$ cat src/rtl/maxpool3x3s2_stream.sv
// 3x3, stride-2 streaming max-pool with ReLU folded in. One channel arrives as a
// raster-order stream of signed Q8.8 words; the pooled map leaves in raster order.
// A single row buffer holds per-column vertical maxima; a one-word accumulator
// merges three adjacent column maxima into each output.
module maxpool3x3s2_stream #(
  parameter int unsigned DW   = 16,
  parameter int unsigned IN_W = 111,
  parameter int unsigned IN_H = 111
) (
  input  logic          clk,
  input  logic          rst_n,
  input  logic          clear,
  input  logic          in_valid,
  output logic          in_ready,
  input  logic [DW-1:0] in_data,
  output logic          out_valid,
  input  logic          out_ready,
  output logic [DW-1:0] out_data,
  output logic          out_last,
  output logic          frame_done
);

  localparam int unsigned OUT_W = (IN_W - 3) / 2 + 1;
  localparam int unsigned OUT_H = (IN_H - 3) / 2 + 1;
  localparam int unsigned CW    = $clog2(IN_W);
  localparam int unsigned RW    = $clog2(IN_H);

  typedef logic signed [DW-1:0] word_t;

  function automatic word_t smax(input word_t a, input word_t b);
    return (a > b) ? a : b;
  endfunction

  logic [CW-1:0] col_q, col_d;
  logic [RW-1:0] row_q, row_d;
  word_t         hacc_q, hacc_d;
  word_t         colmax_q [IN_W];
  logic          out_valid_q, out_valid_d;
  word_t         out_data_q, out_data_d;
  logic          out_last_q, out_last_d;

  logic  accept;
  word_t x, cm, vmax, hmax;
  logic  last_col, last_row, row_even_ge2;

  // Stall upstream only while a held output word is blocked downstream.
  assign in_ready = !(out_valid_q && !out_ready);
  assign accept   = in_valid && in_ready && !clear;

  assign x    = word_t'(in_data);
  assign cm   = colmax_q[col_q];
  assign vmax = smax(cm, x);
  assign hmax = smax(hacc_q, vmax);

  // For odd sizes the last index IN-1 equals 2*OUT.
  assign last_col     = (col_q == CW'(2 * OUT_W));
  assign last_row     = (row_q == RW'(2 * OUT_H));
  assign row_even_ge2 = (row_q != '0) && !row_q[0];

  // Next-state: raster counters, horizontal accumulator and output register.
  always_comb begin
    col_d       = col_q;
    row_d       = row_q;
    hacc_d      = hacc_q;
    out_valid_d = out_valid_q;
    out_data_d  = out_data_q;
    out_last_d  = out_last_q;

    if (out_valid_q && out_ready) begin
      out_valid_d = 1'b0;
      out_last_d  = 1'b0;
    end

    if (clear) begin
      col_d       = '0;
      row_d       = '0;
      out_valid_d = 1'b0;
      out_last_d  = 1'b0;
    end else if (accept) begin
      if (last_col) begin
        col_d = '0;
        row_d = last_row ? '0 : row_q + RW'(1);
      end else begin
        col_d = col_q + CW'(1);
      end

      // Even rows >= 2 complete a vertical window; vmax is that column's final max.
      if (row_even_ge2) begin
        if (col_q == '0) begin
          hacc_d = vmax;
        end else if (col_q[0]) begin
          hacc_d = hmax;
        end else begin
          // Column shared by adjacent windows seeds the next one.
          hacc_d      = vmax;
          out_valid_d = 1'b1;
          out_data_d  = hmax[DW-1] ? '0 : hmax;
          out_last_d  = last_row && last_col;
        end
      end
    end
  end

  // Control and output state registers.
  always_ff @(posedge clk or negedge rst_n) begin
    if (!rst_n) begin
      col_q       <= '0;
      row_q       <= '0;
      hacc_q      <= '0;
      out_valid_q <= 1'b0;
      out_data_q  <= '0;
      out_last_q  <= 1'b0;
    end else begin
      col_q       <= col_d;
      row_q       <= row_d;
      hacc_q      <= hacc_d;
      out_valid_q <= out_valid_d;
      out_data_q  <= out_data_d;
      out_last_q  <= out_last_d;
    end
  end

  // Row buffer: odd rows accumulate, row 0 and even rows restart with the new word.
  always_ff @(posedge clk) begin
    if (accept) begin
      colmax_q[col_q] <= row_q[0] ? vmax : x;
    end
  end

  assign out_valid  = out_valid_q;
  assign out_data   = out_data_q;
  assign out_last   = out_last_q;
  assign frame_done = out_valid_q && out_ready && out_last_q;

endmodule
$ cat config.mk
export PLATFORM = sky130hd
export DESIGN_NAME = maxpool3x3s2_stream
export DESIGN_NICKNAME = d
export VERILOG_FILES = /design/src/rtl/maxpool3x3s2_stream.sv
export SDC_FILE = /design/constraint.sdc
export NUM_CORES = 2
export LEC_CHECK = 0
export BUFFER_PORTS_ARGS = -buffer_cell sky130_fd_sc_hd__buf_2
export CORE_MARGIN = 4
export CORE_UTILIZATION = 55
export DETAILED_ROUTE_END_ITERATION = 7
export GPL_TIMING_DRIVEN = 1
export PLACE_DENSITY = 0.71
export SYNTH_ARGS = -nofsm -noshare
export SYNTH_HDL_FRONTEND = slang
export SYNTH_SLANG_ARGS = --single-unit
$ cat constraint.sdc
create_clock -name clk -period 9.5 [get_ports clk]
set_input_delay 0.475 -clock clk [delete_from_list [all_inputs] [get_ports clk]]
set_output_delay 0.475 -clock clk [all_outputs]
set_load 0.005 [all_outputs]
==> impl_metrics.yaml <==
run_status:
  status: "finished with violations"
  violations: "design-rule violations, max-capacitance violations, max-slew violations"
logic_synthesis:
  yosys.area_share.simple_pct: 3.69
  ys_seq_area_share_pct: 74.5
  postSynthCellCount: 4303
  synth_top_family_by_area: "compound AO/OA/AOI/OAI gates"
  syn_nets: 4362
  yosys-mux-area-fraction_pct: 8.21
  synth.distinct_cells: 92
  syn_avg_cell_area_um2: 17.0
  synthesis.area_um2: 73100
  synth_edf_count: 1776
  yosysWarnings: 0
  synth-xor-area-share_pct: 0.0240
  ys_seq_elements: 1823
  async_flop_share_pct: 2.58
  ys.flop_type: "edfxtp_1"
  synth-compound-area-share_pct: 10.4
  synth_adder_area_share_pct: 0.650
drt:
  drt_iter0_drc: 8389
  drc_errors: 2
  ant_nets: 0
  routedWlPerCell_um: 36.7
  drt-total-wl_um: 236000
  via_per_inst: 7.15
  vias: 46100
  firstDrtPassIters: 8
floorplanning:
  initial_core_util_pct: 55.5
  die_h_um: 373
  rows: 133
  io_pins: 41
  core_um2: 132000
  die_area_um2: 139000
  die_x_um: 373
timing:
  skew_ns: 0.0398
  slew-limit-headroom_pct: -0.760
  rsz0062_at_grt: "no"
  min_period_ns: 9.06
  fmax_ghz: 0.110
  timing.final.max_slew_violations: 4
  finalSetupTns_ns: 0
  holdWs_ns: 0.0605
  fin_crit_sh_pct: 95.3
  worst_slew_pin_slew_ns: 1.51
  hold_violations: 0
  setup-violations-final: 0
finish:
  drive_above_1_share_pct: 18.3
  mostFrequentLayoutCells: "1776 x edfxtp_1, 272 x buf_4, 239 x mux2i_1"
  syn_to_final_growth_pct: 13.0
  finalNonFillerCells: 6445
  mostFrequentLayoutCell: "edfxtp_1"
  fin_nets: 4592
  multiInputGateArea_um2: 17100
  fill_cells: 9260
  final_util_pct: 62.7
  seqCellArea_um2: 54500
placed_design:
  port_buffers: 39
  dpl.hpwl_um: 144000
  gp_congestion: 0.989
  placedCellCount: 6099
worst_setup_path:
  worstSetupPathType: "register to register"
  required_ns: 10.21
  startpoint_type: "register"
  crit_path_end_kind: "register"
  critPathArrivalTime_ns: 9.77
  worst-path-max-fanout: 48
hold_path:
  hold_class: "primary input to register"
clock_network:
  numClockSinks: 1823
  clock_path_buffers: 3
  htreeDepth: 4
  clockRootBuffer: "clkbuf_16"
  ctsHoldBuffers: 9
  cts_resized: 0
  cts.clk_slew.worst_paths_ns: 0.06
  clk-insertion-delay-late_ns: 0.83
  post-cts-setup-buffers: 0
  cts_tree: "done"
  numCtsBuffers: 178
grt:
  grt_max_degree: 104
  grt_pass1_wl_um: 332000
  grt_pass1_vias: 43600
  track_usage_pct: 33.4
  grt_antenna_before_repair: 14
  overflow: 0
pwr:
  fin_total_pwr_w: 0.0173
  power.leakage_nw: 26.2
  ir_drop_mv: 0.171
  p_per_area_nw_per_um2: 210
job:
  maxCapViolCount: 2
[metrics by stage]
step | cell area [um2] | worst slack [ns]
2_1_floorplan | 73100 | 1.07
3_3_place_gp | 76900 | 0.879
3_5_place_dp | 76900 | 0.835
4_1_cts | 82600 | 0.833
5_1_grt | 82600 | 0.266
6_report | 82600 | 0.444
[synthesized netlist by cell type (34+ instances only)]
master	count	area, um2
a22o_1	34	298
a221o_1	69	691
a21oi_1	138	691
clkbuf_1	92	345
nand2_1	166	623
mux4_2	58	1310
buf_4	45	338
o221ai_1	37	324
nand3_1	46	230
ha_1	38	475
o21ai_0	121	606
a22oi_1	102	766
a221oi_1	204	1790
mux2i_1	247	2470
o21ai_1	40	200
mux2_1	41	462
mux2_2	149	1680
buf_2	114	571
nor2_1	203	762
edfxtp_1	1776	53300
dfrtp_1	47	1180
[critical path: stages (launching register included)]
cell       delay (ns)
dfrtp_4          1.08
nor2b_4          1.23
a22oi_1          0.23
o211ai_1         0.44
o2111ai_1        0.62
nand4_1          0.28
nand4bb_1        0.36
ha_1             0.21
nand4_1          0.15
nor4_1           0.38
a21boi_1         0.25
o311a_1          0.33
or2_2            0.21
buf_4            0.32
mux2i_4          0.36
ha_1             0.29
nor2b_1          0.14
o211ai_1         0.15
a21oi_1          0.12
o221a_2          0.27
a211oi_2         0.55
a311o_1          0.23
nand2_1          0.28
o41ai_1          0.42
[registers in the layout, indices dropped and copies added (netlist names)]
name and flops:
colmax_q 1776, hacc_q 16, out_data 15, col_q 7
row_q 7, out_last 1, out_valid 1
[path summary, 6_finish.rpt]
kind	startpoint	to	slack, ns	cells past startpoint
hold / removal	in_data[13]	out_data[13]	0.06	3
max in group asynchronous	rst_n	col_q[2]	8.60	3
hold reg to reg	out_data[5]	out_data[5]	0.48	2
setup reg to reg	col_q[2]	out_data[1]	0.44	23
min in group asynchronous	rst_n	row_q[3]	0.33	3
setup / recovery	col_q[2]	out_data[1]	0.44	23
[routing by layer]
layer | wire length (um) | track usage, % | up-vias
met5 | 224 | 0.412 | -
met2 | 99500 | 46.7 | 4063
met3 | 38500 | 13.1 | 850
met4 | 14300 | 16.7 | 12
li1 | - | - | 18100
met1 | 83700 | 45.8 | 23100
[power by group]
group | internal (W) | total (W) | switching, W
clock | 0.00383 | 0.00684 | 0.00301
combinational | 0.000498 | 0.00155 | 0.00105
sequential | 0.00888 | 0.00894 | 0.0000590
total | 0.0132 | 0.0173 | 0.00412
[area by class of cell]
cell class                 count  area share (%)
multi-input combinational   2138            20.6
inverter                      35           0.170
clock inverter                95            1.10
antenna                       11          0.0333
sequential                  1823            66.0
timing repair buffer         357            3.71
tap                         1755            2.66
clock buffer                 231            5.68
[kinds of logic (layout without fill, tap and decap cells)]
group	count (synthesis)	in the layout
AOI/OAI and AO/OA	1021	1021
other	1	12
and+or+nand+nor	576	576
muxes	500	500
adders and majority gates	38	38
DFF	1823	1823
xor gates and xnor gates	2	2
buffers and inverters	342	718
No activity file was read; power rests on OpenSTA's default activity.
